--- src/rtl/mem_port_arbiter_pkg.sv ---
// Shared constants and types for the two-port memory arbiter.
package mem_port_arbiter_pkg;

  // Default number of 32-bit words in the shared memory.
  localparam int unsigned MEM_DEPTH_DEFAULT = 2048;

  // Port identifiers, also the encoding of the last-grant register.
  localparam logic PORT_CPU  = 1'b0;
  localparam logic PORT_LOAD = 1'b1;

  // Contents of one per-port response register.
  typedef struct packed {
    logic        valid;
    logic [31:0] rdata;
    logic        err;
  } resp_t;

endpackage

--- src/rtl/mem_port_arbiter_resp_reg.sv ---
// Per-port response holding register: loads on grant, holds until consumed.
module mem_resp_reg
  import mem_port_arbiter_pkg::*;
(
  input  logic        clk,
  input  logic        rst_n,
  input  logic        load,
  input  logic [31:0] load_rdata,
  input  logic        load_err,
  input  logic        resp_ready,
  output logic        resp_valid,
  output logic [31:0] resp_rdata,
  output logic        resp_err
);

  resp_t resp_d, resp_q;

  // A new grant wins over consumption, so back-to-back accepts reload directly.
  always_comb begin
    resp_d = resp_q;
    if (load) begin
      resp_d.valid = 1'b1;
      resp_d.rdata = load_rdata;
      resp_d.err   = load_err;
    end else if (resp_ready) begin
      resp_d = '0;
    end
  end

  // Response state; pending responses are dropped on reset.
  always_ff @(posedge clk or negedge rst_n) begin
    if (!rst_n) begin
      resp_q <= '0;
    end else begin
      resp_q <= resp_d;
    end
  end

  assign resp_valid = resp_q.valid;
  assign resp_rdata = resp_q.rdata;
  assign resp_err   = resp_q.err;

endmodule

--- src/rtl/mem_port_arbiter.sv ---
// Round-robin arbiter sharing a single-port memory between the CPU LSU (port 0)
// and the program loader/debug master (port 1), with registered responses.
module mem_port_arbiter
  import mem_port_arbiter_pkg::*;
#(
  parameter int unsigned MEM_DEPTH = MEM_DEPTH_DEFAULT,
  parameter int unsigned ADDR_W    = 32
) (
  input  logic              clk,
  input  logic              rst_n,

  input  logic              p0_req_valid,
  output logic              p0_req_ready,
  input  logic              p0_req_write,
  input  logic [ADDR_W-1:0] p0_req_addr,
  input  logic [31:0]       p0_req_wdata,
  output logic              p0_resp_valid,
  input  logic              p0_resp_ready,
  output logic [31:0]       p0_resp_rdata,
  output logic              p0_resp_err,

  input  logic              p1_req_valid,
  output logic              p1_req_ready,
  input  logic              p1_req_write,
  input  logic [ADDR_W-1:0] p1_req_addr,
  input  logic [31:0]       p1_req_wdata,
  output logic              p1_resp_valid,
  input  logic              p1_resp_ready,
  output logic [31:0]       p1_resp_rdata,
  output logic              p1_resp_err,

  output logic [31:0]       mem_read_address,
  input  logic [31:0]       mem_read_data,
  output logic [31:0]       mem_write_address,
  output logic [31:0]       mem_write_data,
  output logic              mem_write_enable
);

  // Full-width limit so high address bits are never silently dropped.
  localparam logic [ADDR_W-1:0] DepthLimit = ADDR_W'(MEM_DEPTH);

  logic              last_grant_d, last_grant_q;
  logic              elig0, elig1;
  logic              grant0, grant1;
  logic [ADDR_W-1:0] gnt_addr;
  logic [31:0]       gnt_wdata;
  logic              gnt_write;
  logic              in_range;
  logic [31:0]       load_rdata;
  logic              load_err;

  // Arbitration, request mux and memory drive.
  always_comb begin
    // A port may issue if its response slot is free or is being drained now.
    elig0  = p0_req_valid && !(p0_resp_valid && !p0_resp_ready);
    elig1  = p1_req_valid && !(p1_resp_valid && !p1_resp_ready);
    grant0 = elig0 && (!elig1 || (last_grant_q == PORT_LOAD));
    grant1 = elig1 && !grant0;

    gnt_addr  = '0;
    gnt_wdata = '0;
    gnt_write = 1'b0;
    if (grant0) begin
      gnt_addr  = p0_req_addr;
      gnt_wdata = p0_req_wdata;
      gnt_write = p0_req_write;
    end else if (grant1) begin
      gnt_addr  = p1_req_addr;
      gnt_wdata = p1_req_wdata;
      gnt_write = p1_req_write;
    end

    in_range   = gnt_addr < DepthLimit;
    load_rdata = (!gnt_write && in_range) ? mem_read_data : 32'h0;
    load_err   = !in_range;

    last_grant_d = last_grant_q;
    if (grant0) begin
      last_grant_d = PORT_CPU;
    end else if (grant1) begin
      last_grant_d = PORT_LOAD;
    end
  end

  // Round-robin pointer; reset value lets port 0 win the first contention.
  always_ff @(posedge clk or negedge rst_n) begin
    if (!rst_n) begin
      last_grant_q <= PORT_LOAD;
    end else begin
      last_grant_q <= last_grant_d;
    end
  end

  assign p0_req_ready      = grant0;
  assign p1_req_ready      = grant1;
  assign mem_read_address  = 32'(gnt_addr);
  assign mem_write_address = 32'(gnt_addr);
  assign mem_write_data    = gnt_wdata;
  assign mem_write_enable  = (grant0 || grant1) && gnt_write && in_range;

  mem_resp_reg u_resp_p0 (
    .clk        (clk),
    .rst_n      (rst_n),
    .load       (grant0),
    .load_rdata (load_rdata),
    .load_err   (load_err),
    .resp_ready (p0_resp_ready),
    .resp_valid (p0_resp_valid),
    .resp_rdata (p0_resp_rdata),
    .resp_err   (p0_resp_err)
  );

  mem_resp_reg u_resp_p1 (
    .clk        (clk),
    .rst_n      (rst_n),
    .load       (grant1),
    .load_rdata (load_rdata),
    .load_err   (load_err),
    .resp_ready (p1_resp_ready),
    .resp_valid (p1_resp_valid),
    .resp_rdata (p1_resp_rdata),
    .resp_err   (p1_resp_err)
  );

endmodule

--- config.mk ---
export PLATFORM = sky130hd
export DESIGN_NAME = mem_port_arbiter
export DESIGN_NICKNAME = d
export VERILOG_FILES = /design/src/rtl/mem_port_arbiter_pkg.sv /design/src/rtl/mem_port_arbiter_resp_reg.sv /design/src/rtl/mem_port_arbiter.sv
export SDC_FILE = /design/constraint.sdc
export NUM_CORES = 1
export LEC_CHECK = 0
export CAP_MARGIN = 10
export CELL_PAD_IN_SITES_DETAIL_PLACEMENT = 1
export CELL_PAD_IN_SITES_GLOBAL_PLACEMENT = 2
export CORE_UTILIZATION = 14
export DETAILED_ROUTE_END_ITERATION = 12
export PLACE_DENSITY_LB_ADDON = 0.15
export SLEW_MARGIN = 0
export SYNTH_ARGS = -nofsm -noshare
export SYNTH_HDL_FRONTEND = slang
export SYNTH_SLANG_ARGS = --single-unit
--- constraint.sdc ---
create_clock -name clk -period 2.83 [get_ports clk]
set_input_delay 0.7075 -clock clk [delete_from_list [all_inputs] [get_ports clk]]
set_output_delay 0.7075 -clock clk [all_outputs]
set_load 0.03 [all_outputs]
==> impl_metrics.ini, run 1 <==
[synth]
yosys_register_bits = 69
synthMostInstantiatedCell = a22o_1
synth_warnings = 0
synthTopCellsByCount = a22o_1 (99), dfrtp_1 (68), buf_4 (32), a22o_2 (30), clkbuf_1 (18)
synth_area_sq_mm = 0.00354
synth_edf_count = 0
syn_area_per_cell_sq_um = 11.8
synthFlopType = dfrtp_1
synthCells = 300
synth_top_area_frac = 0.481
synth.area.top_cells = dfrtp_1 (48%), a22o_1 (24%), a22o_2 (8.5%)
async_flop_share = 1.00
syn_nets = 468
synth_cell_types = 31
yosysSeqAreaShare = 0.488
synth.largest_area_cell = dfrtp_1

[clock_tree]
cts_max_path_buffers = 2
cts_buffers = 9
ctsHoldBuffers = 0
clockRootBuffer = clkbuf_16
cts_sinks = 69
ctsHtreeMaxLevel = 3
cts_tree = done
clk_latency_ns = 0.33
clk_pin_slew_worst_paths_ns = 0.05

[global_route]
grt_use_total = 0.152
grt_first_pass_wirelength_mm = 29.8
grt_overflow_total = 0
grt_antenna_before_repair = 2
grt_pass1_vias = 4851
grt_max_degree = 70

[setup_path]
path_depth = 6
crit_family = simple AND/OR/NAND/NOR gates
timing.rr.start = last_grant_q$_DFFE_PN1N_
critPathKind = in -> out
cp_common_cell = or4_4
timing.rr.end = u_resp_p0.resp_rdata[11]$_DFFE_PN0P_
end_kind = primary output
crit_path_start_kind = primary input
arrival_ns = 2.41
reg2reg_slack_ns = 0.43
worstPathRequired_ns = 2.12
cp_num_buf_inv = 2
cp_max_fo = 2
slowest_stage = or4_4
worstPathCellList = buf_6 -> or4_4 -> or4_4 -> a21oi_4 -> nor3b_4 -> buf_12
reg2reg_depth = 8
max_stage_delay_ns = 0.53

[timing]
slew_headroom = 0.706
rsz0062_at_grt = true
final_hold_viol_count = 0
fin_crit_sh = 1.10
finalMaxSlewViolations = 0
fin_crit_ns = 3.12
worst_pin_slew_ns = 0.440
setup_viol = 2
setup_tns_ns = -0.293
fin_ws_ns = -0.289
finalClockSkew_ns = 0.00612
clock.fmax_ghz = 0.321

[floorplanning]
die_h_um = 161
start_util = 0.144
core_area_sq_mm = 0.0245
rows = 57
die_w_um = 161
ios = 335
die-area_sq_mm = 0.0259

[power_and_ir_drop]
p_leak_uw = 0.00378
peakVddDrop_mv = 0.238
powerDensity_mw_per_mm2 = 507

[drt]
drtAntennaViolNets = 0
drt_iter0_drc = 127
drt-pass1-iter-count = 4
vias = 4158
via_per_inst = 4.19
drc = 0
routed_wl_mm = 19.9
wl_per_cell_um = 20.1

[worst_hold_path]
min_path_type = in -> async

[cells_and_area]
fin_util = 0.347
n_fill_cell = 2713
finalNonFillerCells = 992
syn2layout_area_growth_pct = 140
nets = 830
drive_gt1_frac = 0.459

[placement]
dp_cells = 956
place_hpwl_mm = 15.2
gp_congestion = 0.801
io_buffers = 334

[run]
drv_cap = 0

[run_status]
failed_checks = setup timing
outcome = finished, violations left
how the worst max path moves through the flow:
stage                                from               end
after floorplan           p0_req_addr[15]  mem_write_enable
after global placement    p0_req_addr[12]  mem_write_enable
after detailed placement  p0_req_addr[12]  mem_write_enable
after CTS                 p0_req_addr[30]  mem_write_enable
after global routing      p0_req_addr[19]  mem_write_enable
final                     p0_req_addr[19]  mem_write_enable
flip-flops by register name (all words and copies together) (netlist names):
register              cells
u_resp_p0.resp_rdata     32
u_resp_p1.resp_rdata     32
last_grant_q              1
u_resp_p0.resp_err        1
u_resp_p0.resp_valid      1
u_resp_p1.resp_err        1
u_resp_p1.resp_valid      1
final cells by class:
class                   count  area, sq um  share of cell area
repair buffers            410         4200               0.493
diodes                      2         5.00            0.000588
multi-input cells         168         1840               0.217
flip-flops and latches     69         1730               0.203
inverters                   4         17.5             0.00206
clock buffers              12          267              0.0313
clock inverters             3         43.8             0.00515
well taps                 324          405              0.0477
cells by family (layout without fill, tap and decap cells):
group | count (synthesis) | after routing | synth area share
other cells | 0 | 2 | 0
simple gates | 27 | 27 | 0.0452
buf+inv | 63 | 429 | 0.108
compound gates | 141 | 141 | 0.358
flops | 69 | 69 | 0.488
where the power goes:
| part | internal (uW) | leakage [uW] | switching [uW] |
|---|---|---|---|
| Clock | 749 | 0.000155 | 418 |
| Sequential | 1030 | 0.000949 | 27.4 |
| Combinational | 1040 | 0.00268 | 1050 |
timing repair:
action | in CTS | in global routing
buffers inserted | 11 | 6
setup endpoints to repair | 131 | 69
gates cloned | 7 | 0
gates resized for setup | 148 | 39
pin swaps | 18 | 17
per-stage QoR:
step / hold slack [ns] / cell area (sq um) / power [uW] / setup WS (ns)
4_1_cts: 0.418 / 8410 / 4360 / -0.317
2_1_floorplan: 0.412 / 3720 / 2050 / -0.143
5_1_grt: 0.430 / 8510 / 4500 / -0.356
6_report: 0.402 / 8510 / 4310 / -0.289
3_5_place_dp: 0.492 / 7410 / 2850 / -0.726
3_3_place_gp: 0.475 / 7410 / 2850 / -0.756
placed cells by master (no fill, tap or decap), types with 2 or more instances in the layout:
cell type and count:
clkdlybuf4s50_1 214, buf_4 92, dfrtp_1 68, buf_6 64, a22o_1 54, a22o_2 47
a22o_4 28, buf_12 15, clkbuf_16 9, or4_4 6, buf_16 6, buf_2 5
a21oi_1 4, clkdlybuf4s15_1 4, buf_8 4, nor4_4 3, nand2_1 3, clkbuf_8 3
clkdlybuf4s15_2 3, diode_2 2, nor2_4 2, nor2_2 2, nand2b_1 2, inv_1 2
clkbuf_2 2
per-layer routing:
metal  vias to the layer above  GRT usage  share of wire
met5                         -          0              0
met4                         0     0.0485          0.021
met3                        25     0.0452          0.077
met2                       207      0.282           0.53
met1                      2036      0.164           0.37
li1                       1890          -              -
(Power assumes the default switching activity.)
==> run 2: changes to the inputs <==
Settings changed: PLACE_DENSITY_LB_ADDON 0.15 to 0.1.
==> run 2 against run 1 <==
The run still ends with setup timing left. Power fell by 1.7%. Critical path type unchanged. Critical path depth did not move. Sequential cell count did not move. Highest routed layer unchanged. First-iteration DRC count fell by 11%. Non-clock buffer count fell by 7.
==> impl_metrics.ini, run 2 (same netlist as run 1, synthesis figures left out) <==
[run_status]
outcome = finished, violations left
failed_checks = setup timing

[setup_path]
arrival_ns = 2.33
worstPathRequired_ns = 2.12
cp_max_fo = 2
crit_path_start_kind = primary input
critPathKind = in -> out
end_kind = primary output

[clock_tree]
cts_sinks = 69
cts_max_path_buffers = 2
clk_latency_ns = 0.33
ctsHoldBuffers = 0
cts_buffers = 9
clk_pin_slew_worst_paths_ns = 0.06
ctsHtreeMaxLevel = 3
cts_tree = done
clockRootBuffer = clkbuf_16

[drt]
routed_wl_mm = 19.8
drt-pass1-iter-count = 4
via_per_inst = 4.21
vias = 4159
wl_per_cell_um = 20.1
drtAntennaViolNets = 0
drc = 0
drt_iter0_drc = 113

[cells_and_area]
syn2layout_area_growth_pct = 130
finalNonFillerCells = 987
drive_gt1_frac = 0.452
final_area_sq_mm = 0.00815
n_fill_cell = 2733
layout_common_cells = clkdlybuf4s50_1 (209), buf_4 (137), dfrtp_1 (68)
fin_util = 0.332
nets = 823
final_common_cell = clkdlybuf4s50_1

[placement]
dp_cells = 951
post-place-ws_ns = -0.713
place_hpwl_mm = 15.1
io_buffers = 334
gp_congestion = 0.740
post_dp_cell_area_sq_mm = 0.00731

[timing]
setup_viol = 1
finalClockSkew_ns = 0.00481
clock.fmax_ghz = 0.329
fin_crit_sh = 1.07
rsz0062_at_grt = true
slew_headroom = 0.619
worst_pin_slew_ns = 0.571
fin_crit_ns = 3.04
fin_ws_ns = -0.207
finalMaxSlewViolations = 0
final_hold_viol_count = 0

[global_route]
grt_antenna_before_repair = 4
grt_use_total = 0.151
grt_overflow_total = 0
grt_pass1_vias = 4611
grt_first_pass_wirelength_mm = 29.0
grt_max_degree = 48

[floorplanning]
die-area_sq_mm = 0.0259
ios = 335
die_w_um = 161
core_area_sq_mm = 0.0245
die_h_um = 161
rows = 57
start_util = 0.144

[power_and_ir_drop]
p_leak_uw = 0.00366
powerDensity_mw_per_mm2 = 521
peakVddDrop_mv = 0.323

[worst_hold_path]
min_path_type = in -> async

[run]
drv_cap = 0
-- run 2: changes by cell type in the layout (fill, tap and decap cells not counted), moves of 6 or more --
cell / previous run / this run
buf_12: 15 / 8
buf_6: 64 / 21
a22o_4: 28 / 17
a22o_2: 47 / 55
buf_4: 92 / 137
dlygate4sd2_1: 1 / 7
-- run 2: metal layers --
layer / up-vias / global-route usage / routed length [um]
met2: 197 / 0.297 / 11300
met4: 0 / 0.0450 / 408
met5: - / 0 / 0
met1: 2063 / 0.151 / 6820
met3: 19 / 0.0421 / 1300
li1: 1880 / - / -
-- run 2: area by class of cell --
type,instances,area (sq um),area share
antenna,3,7.51,0.000922
clock buffer,10,239,0.0293
clock inverter,6,93.8,0.0115
inverter,4,20.0,0.00246
multi-input combinational,168,1750,0.215
sequential,69,1730,0.212
tap,324,405,0.0498
timing repair buffer,403,3900,0.479
-- run 2: what timing repair did --
action                     CTS  global route
pin swaps                   19             3
cloned                       6             1
buffers inserted            11             2
resized for setup          125             7
setup endpoints to repair  131            50
-- run 2: where the power goes --
part / switching, uW / internal (uW)
registers: 23.9 / 1030
logic: 1010 / 939
clock network: 440 / 801
total: 1470 / 2770
-- run 2: worst paths after layout --
check / slack [ns] / to / startpoint / cells past startpoint
worst min-delay path: 0.37 / u_resp_p1.resp_rdata[21]$_DFFE_PN0P_ / rst_n / 1
worst max-delay path: -0.21 / mem_write_enable / p0_req_addr[19] / 6
worst min register to register: 0.50 / u_resp_p1.resp_rdata[14]$_DFFE_PN0P_ / u_resp_p1.resp_rdata[14]$_DFFE_PN0P_ / 1
min in group clk: 0.50 / u_resp_p1.resp_rdata[14]$_DFFE_PN0P_ / u_resp_p1.resp_rdata[14]$_DFFE_PN0P_ / 1
max in group asynchronous: 1.75 / last_grant_q$_DFFE_PN1N_ / rst_n / 2
worst max register to register: 0.54 / u_resp_p0.resp_rdata[26]$_DFFE_PN0P_ / last_grant_q$_DFFE_PN1N_ / 9
-- run 2: stage by stage --
stage / setup TNS (ns) / power [uW] / hold WS, ns
after global routing: -0.267 / 4430 / 0.383
final: -0.207 / 4240 / 0.369
after CTS: -0.203 / 4310 / 0.374
after floorplan: -0.143 / 2050 / 0.412
after detailed placement: -66.07 / 2830 / 0.490
after global placement: -62.67 / 2820 / 0.481
-- run 2: worst max-delay path: stages --
cell and delay (ns):
buf_6 0.09, or4_4 0.52, or4_4 0.46, a21oi_4 0.18, nor3b_4 0.21, buf_6 0.16
